## config.mk

```make
export PLATFORM = sky130hd
export DESIGN_NAME = rec_send_arbiter
export DESIGN_NICKNAME = d
export VERILOG_FILES = /design/src/rtl/rec_send_arbiter.sv
export SDC_FILE = /design/constraint.sdc
export NUM_CORES = 1
export LEC_CHECK = 0
export BUFFER_PORTS_ARGS = -buffer_cell sky130_fd_sc_hd__buf_2
export CAP_MARGIN = 20
export CORE_ASPECT_RATIO = 2
export CORE_MARGIN = 5
export CORE_UTILIZATION = 35
export CTS_CLUSTER_DIAMETER = 100
export DETAILED_ROUTE_END_ITERATION = 16
export MAX_ROUTING_LAYER = met4
export PLACE_DENSITY = 0.64
export SYNTH_ARGS = -nofsm -noshare
export SYNTH_HDL_FRONTEND = slang
export SYNTH_SLANG_ARGS = --single-unit
```

## constraint.sdc

```tcl
create_clock -name clk -period 2.66 [get_ports clk]
set_input_delay 0.266 -clock clk [delete_from_list [all_inputs] [get_ports clk]]
set_output_delay 0.266 -clock clk [all_outputs]
set_load 0.02 [all_outputs]
```

## src/rtl/rec_send_arbiter.sv

```systemverilog
// rec_send_arbiter: round-robin arbiter that grants one requester at a time
// and forwards up to BURST_LEN {vl_bit, vl_arr} records per grant into a
// single-entry output register feeding a receive_send channel.
module rec_send_arbiter #(
  parameter int NUM_REQ   = 4,
  parameter int BURST_LEN = 4
) (
  input  logic                   clk,
  input  logic                   reset,
  input  logic [NUM_REQ-1:0]     req_valid,
  input  logic [NUM_REQ-1:0]     req_bit,
  input  logic [4*NUM_REQ-1:0]   req_arr,
  output logic [NUM_REQ-1:0]     req_ready,
  output logic                   out_valid,
  output logic                   out_bit,
  output logic [3:0]             out_arr,
  output logic [2:0]             out_src,
  input  logic                   out_ready,
  output logic [NUM_REQ-1:0]     grant,
  output logic [15:0]            beat_count
);

  localparam logic [0:0] S_IDLE     = 1'b0;
  localparam logic [0:0] S_BUSY     = 1'b1;
  localparam logic [3:0] BURST_LAST = 4'(BURST_LEN - 1);
  localparam logic [2:0] LAST_INIT  = 3'(NUM_REQ - 1);

  logic [0:0]         r_state;
  logic [2:0]         r_g;
  logic [2:0]         r_last_ptr;
  logic [3:0]         r_burst;
  logic               r_out_valid;
  logic               r_out_bit;
  logic [3:0]         r_out_arr;
  logic [2:0]         r_out_src;
  logic [NUM_REQ-1:0] r_grant;
  logic [15:0]        r_beat_count;

  // Requester vectors widened to the 8-entry maximum so a 3-bit index
  // selects them directly for any legal NUM_REQ.
  logic [7:0]  w_valid_ext;
  logic [7:0]  w_bit_ext;
  logic [31:0] w_arr_ext;
  logic [2:0]  w_pick;
  logic        w_any;
  logic        w_busy;
  logic        w_slot_free;
  logic        w_g_valid;
  logic        w_accept;
  logic        w_last_beat;
  logic        w_sel_bit;
  logic [3:0]  w_sel_arr;

  // Index 'step' positions after 'base', wrapping within the requester set.
  function automatic logic [2:0] next_idx(input logic [2:0] base, input int step);
    return 3'((int'(base) + step) % NUM_REQ);
  endfunction

  assign w_valid_ext = 8'(req_valid);
  assign w_bit_ext   = 8'(req_bit);
  assign w_arr_ext   = 32'(req_arr);
  assign w_any       = |req_valid;
  assign w_busy      = (r_state == S_BUSY);
  // The output register can take a new record when empty or being drained.
  assign w_slot_free = !r_out_valid || out_ready;
  assign w_g_valid   = w_valid_ext[r_g];
  // Reset blocks acceptance so no beat is lost into a discarded record.
  assign w_accept    = w_busy && w_g_valid && w_slot_free && !reset;
  assign w_last_beat = (r_burst == BURST_LAST);
  assign w_sel_bit   = w_bit_ext[r_g];
  assign w_sel_arr   = w_arr_ext[{r_g, 2'b00} +: 4];

  // Round-robin pick: scan from farthest to nearest so the nearest set
  // index after last_ptr wins.
  always_comb begin
    w_pick = 3'd0;
    for (int k = NUM_REQ; k >= 1; k--) begin
      w_pick = w_valid_ext[next_idx(r_last_ptr, k)] ? next_idx(r_last_ptr, k) : w_pick;
    end
  end

  // Only the owner sees ready, and only while the output slot can load.
  always_comb begin
    if (w_busy && w_slot_free && !reset) begin
      req_ready = NUM_REQ'(8'd1 << r_g);
    end else begin
      req_ready = {NUM_REQ{1'b0}};
    end
  end

  // Grant FSM: arbitrate in IDLE, hold owner in BUSY until burst end or drop.
  always_ff @(posedge clk) begin
    if (reset) begin
      r_state    <= S_IDLE;
      r_g        <= 3'd0;
      r_last_ptr <= LAST_INIT;
      r_burst    <= 4'd0;
      r_grant    <= {NUM_REQ{1'b0}};
    end else begin
      case (r_state)
        S_IDLE: begin
          if (w_any) begin
            r_state <= S_BUSY;
            r_g     <= w_pick;
            r_burst <= 4'd0;
            r_grant <= NUM_REQ'(8'd1 << w_pick);
          end
        end
        S_BUSY: begin
          if (!w_g_valid) begin
            // Owner withdrew: release even if the output is stalled.
            r_state    <= S_IDLE;
            r_last_ptr <= r_g;
            r_grant    <= {NUM_REQ{1'b0}};
          end else if (w_accept) begin
            r_burst <= r_burst + 4'd1;
            if (w_last_beat) begin
              r_state    <= S_IDLE;
              r_last_ptr <= r_g;
              r_grant    <= {NUM_REQ{1'b0}};
            end
          end
        end
        default: begin
          r_state <= S_IDLE;
          r_grant <= {NUM_REQ{1'b0}};
        end
      endcase
    end
  end

  // Output record register: load on accept, clear when drained, else hold.
  always_ff @(posedge clk) begin
    if (reset) begin
      r_out_valid <= 1'b0;
      r_out_bit   <= 1'b0;
      r_out_arr   <= 4'd0;
      r_out_src   <= 3'd0;
    end else if (w_accept) begin
      r_out_valid <= 1'b1;
      r_out_bit   <= w_sel_bit;
      r_out_arr   <= w_sel_arr;
      r_out_src   <= r_g;
    end else if (out_ready) begin
      r_out_valid <= 1'b0;
    end
  end

  // Free-running count of accepted beats, wrapping at 16 bits.
  always_ff @(posedge clk) begin
    if (reset) begin
      r_beat_count <= 16'd0;
    end else if (w_accept) begin
      r_beat_count <= r_beat_count + 16'd1;
    end
  end

  assign out_valid  = r_out_valid;
  assign out_bit    = r_out_bit;
  assign out_arr    = r_out_arr;
  assign out_src    = r_out_src;
  assign grant      = r_grant;
  assign beat_count = r_beat_count;

endmodule

```

[Word-level counts from Yosys, hierarchy flattened]
Cells that the tools add are included.
Storage, ports and cells
  input port bits: 27
  logic and storage cells: 91
  bits in registers: 39
  output and inout port bits: 33
Operators by class
  reduce and logical (&&, ||, !) cells: 18
  $lt $le $gt $ge: 5
  bitwise operators: 5
  shift operators: 3
  mux-type cells: 36
  equal/unequal tests: 8
  add/sub/neg operators: 6
Operators with widths (count)
  two-way mux 4 bit: 8
  indexed part select 32 x 6 -> 4 bit: 1
  less-than comparator 3 x 4 -> 1 bit, second input constant: 5
  binary-select mux 1 bit (select 3 bit): 6
  adder 16 x 1 -> 16 bit, second input constant: 1
  case mux 4 bit (2 select lines): 2
  two-way mux 1 bit: 12
  two-way mux 3 bit: 4
  AND reduction 3 bit: 3
  != test 2 x 1 -> 1 bit, second input constant: 4
  OR reduction 2 bit: 4
  left shift 1 x 3 -> 4 bit, first input constant: 2
  two-way mux 2 bit: 3
  != test 3 x 2 -> 1 bit, second input constant: 2
  logical AND 1 bit: 5
  adder 2 x 1 -> 2 bit, second input constant: 2
  adder 2 bit, second input constant: 2
  adder 4 x 1 -> 4 bit, second input constant: 1
  bitwise AND 1 bit, first input constant: 4
  equality test 4 x 2 -> 1 bit, second input constant: 1
  OR reduction 4 bit: 1
  zero test 1 bit: 2
  != test 2 bit, second input constant: 1
  case mux 1 bit (2 select lines): 1
  other kinds (4): 4

[Longest topological paths before layout]
  depth in word-level cells: 12
  depth in mapped cells: 6
  gate-level depth less buffers: 6

[Worst setup path before layout]
OpenSTA, ideal clock, no wires.
  kind: reg2reg
  start point: register r_burst[0]
  end point: register r_grant[3] (netlist: grant[3])
  path slack: 0.856 ns
  stages on the path, launching flop included: 7
  period minus slack after synthesis: 1.804 ns
  path buffers: 0
  library setup time: 0.129 ns
  data arrival time: 1.675 ns
  data required time: 2.531 ns
  cells stage by stage: dfxtp_1 ha_1 or3b_1 o41ai_1 nand2_1 nand4b_1 o21ai_0
Between the ends
  cells in the longest elaborated chain, start to end: 3
RTL lines
  from (decl): RTL line 31  | logic [3:0] r_burst;
  from (signal assigned): RTL line 116  | r_burst <= r_burst + 4'd1;
  equality test 4 x 2 -> 1 bit: RTL line 69  | assign w_last_beat = (r_burst == BURST_LAST);
  != test 3 x 2 -> 1 bit (no line)
  AND reduction 3 bit (no line)
  to (signal assigned): RTL line 98  | r_grant <= {NUM_REQ{1'b0}};
  to (signal assigned): RTL line 106  | r_grant <= NUM_REQ'(8'd1 << w_pick);
  to (signal assigned): RTL line 114  | r_grant <= {NUM_REQ{1'b0}};
  to (decl): RTL line 36  | logic [NUM_REQ-1:0] r_grant;
No other way between the ends.
A chain may end at the register's enable or synchronous reset.

[Worst setup path after layout]
Same ends and word-level chain as after synthesis.

==> metrics.txt <==
CP Class=register to register; initial antenna violation count=0; Clock Path Buffers=2; f_max=462.4 MHz; RSZ-0062 raised after global routing=false; Routed WL=approximately 4600 um; final cycle utilization of the critical path=81.31%; GPL Wtd Cong=between 0.7 and 0.8; Final TNS setup=0 ns; drt first pass iters=5; Max-cap violations=0; DRT antenna net count=0; Die Ht=112.7 um; drt via density=5.103; Cell Area, Synth=0.001847 mm2; Synth Flop Type=dfxtp_1; Initial Utilization=between 30% and 40%; Final Skew=roughly 0.0086 ns; core area=0.005139 mm2; post-synthesis sequential area ratio=40.11%; Reg2Reg Setup Slack=0.50 ns; peak supply drop=between 0.3 and 0.4 mV; vias=1,684; clk_lat worst skew=0.29 ns; Worst Path Required=2.82 ns; asr flop ratio synth=0%; Cell variety after synth=41; CTS H-Tree Depth=2; Ports=60; crit path max fanout=5; DR WL/cell=between 10 and 15 um; hold slack final=0.3147 ns; initial drt markers=69; synthesized instance count=between 200 and 250; Post-CTS Setup Inserts=0; Antenna Cells=0; PwrDens=588.7 mW/mm2; Leakage=0.9348 nW; Data arrival, critical path=2.32 ns; number of synthesis warnings=0; share of post-route cells with drive strength above 1=28.31%; CTS tree=built; vias in the first global route=1,650; Seq cells post-synth=37; die width=61.37 um; final hold vios=0; Total GRT Usage=14.48%; num rows=37; area delta synth->final=23.78%; Post-synth EDFFs=0; crit end category=register; Clock transition at path regs=0.07 ns; outcome=complete, no violations; Setup violations, final=0; number of hold buffers added after CTS=0; Critical Path Source Type=register; CTS resizes=0; hpwl dp=3586 um; worst-margin pin slew=around 0.8 ns; root buffer cell=clkbuf_8; highest-delay cell along the critical path=o41ai_1; CP peak stage delay=0.61 ns; Mapped Avg Cell Area=8.590 um2; syn_nets=~240; Final Max Slew Viols=0; critical path buffer and inverter count=0; TritonCTS Sinks=37; Die ar.=0.006917 mm2; number of port buffers=between 50 and 60; most frequent cells in the layout=buf_2 (58), dfxtp_1 (37), nand2_1 (31); # DRC=0; cell breakdown of the critical path=ha_1 > or3b_1 > o41ai_1 > nand2_1 > nand4b_1 > o21ai_0; Tmin final=2.163 ns; GRT Residual Overflow=0; Num CTS Buffers=5; HP Class=primary input to register; Layout Nets=300; Slew headroom=a little under half; critical path's top delay family=simple AND/OR/NAND/NOR gates; commonest non-fill, non-tap cell in the layout=buf_2; first-pass GRT wire length=7431 um; largest net degree at the start of global routing=31
## metal layers
metal  GRT usage (%)  up-vias  share of wire, %
met5               -        -                 0
met4           7.082        0               3.1
met3           2.740        9               5.2
met2           25.53       44                56
met1           14.40      769                36
li1                -      862                 -
## Yosys cell counts, drive strengths merged (3+ instances only)
| master | count | share of area, % |
|---|---|---|
| dfxtp | 37 | 40 |
| clkbuf | 6 | 1.2 |
| nor3 | 14 | 3.8 |
| nor2b | 3 | 1.0 |
| xnor2 | 10 | 4.7 |
| a21oi | 16 | 4.3 |
| o21ai | 8 | 2.2 |
| nor2 | 24 | 5.3 |
| nand3 | 10 | 3.0 |
| and3 | 3 | 1.3 |
| mux4 | 6 | 7.5 |
| nand2b | 8 | 2.7 |
| nand2 | 31 | 6.3 |
| nand3b | 3 | 1.2 |
| inv | 4 | 0.81 |
| buf | 5 | 2.0 |
## report_power, final
group	total, W	switching (W)	internal [W]
clock network	0.000507	0.000202	0.000305
logic	0.000227	0.000132	0.0000947
registers	0.000612	0.0000313	0.000581
total	0.00135	0.000365	0.000981
## per-stage QoR
stage / utilization, % / setup slack (ns) / total power (W) / instance area (um2) / instances
6_report: 44.49 / 0.4973 / 0.001346 / 2286 / 330
5_1_grt: 44.49 / 0.2844 / 0.001414 / 2286 / 330
4_1_cts: 44.49 / 0.5483 / 0.001361 / 2286 / 330
2_1_floorplan: - / 0.8561 / 0.0007816 / 1847 / 215
3_3_place_gp: 42.15 / 0.6078 / 0.0008517 / 2166 / 322
3_5_place_dp: 42.15 / 0.5844 / 0.0008536 / 2166 / 322
## path summary, 6_finish.rpt
| kind | depth (start not counted) | to | start |
|---|---|---|---|
| hold reg to reg | 2 | out_arr[0]$_SDFFE_PP0P_ | out_arr[0]$_SDFFE_PP0P_ |
| setup reg to reg | 6 | grant[3]$_SDFFE_PP0P_ | r_burst[0]$_SDFFE_PP0P_ |
| setup / recovery | 6 | grant[3]$_SDFFE_PP0P_ | r_burst[0]$_SDFFE_PP0P_ |
| hold / removal | 2 | r_state$_SDFF_PP0_ | reset |
## sequential cells by signal, indices dropped and copies added (netlist names)
register / count
out_src: 2
r_state: 1
out_bit: 1
beat_count: 16
out_arr: 4
grant: 4
r_g: 2
r_last_ptr: 2
r_burst: 4
out_valid: 1
## area by class of cell
class | count | area, um2
Clock buffer | 6 | 82.58
Clock inverter | 2 | 37.54
Fill cell | 551 | 2853
Inverter | 4 | 15.01
Multi-Input combinational cell | 163 | 1032
Sequential cell | 37 | 740.7
Tap cell | 58 | 72.57
Timing Repair Buffer | 60 | 305.3
## cell families after synthesis
family / share of synthesized area [%]
flip-flops: 40.11
XOR/XNOR: 5.691
multiplexers: 8.063
AO/OA/AOI/OAI: 10.64
AND/OR/NAND/NOR: 29.95
buffers and inverters: 3.997
adder cells (fa/ha/maj): 1.355
other: 0.2031
(Power assumes the default switching activity.)
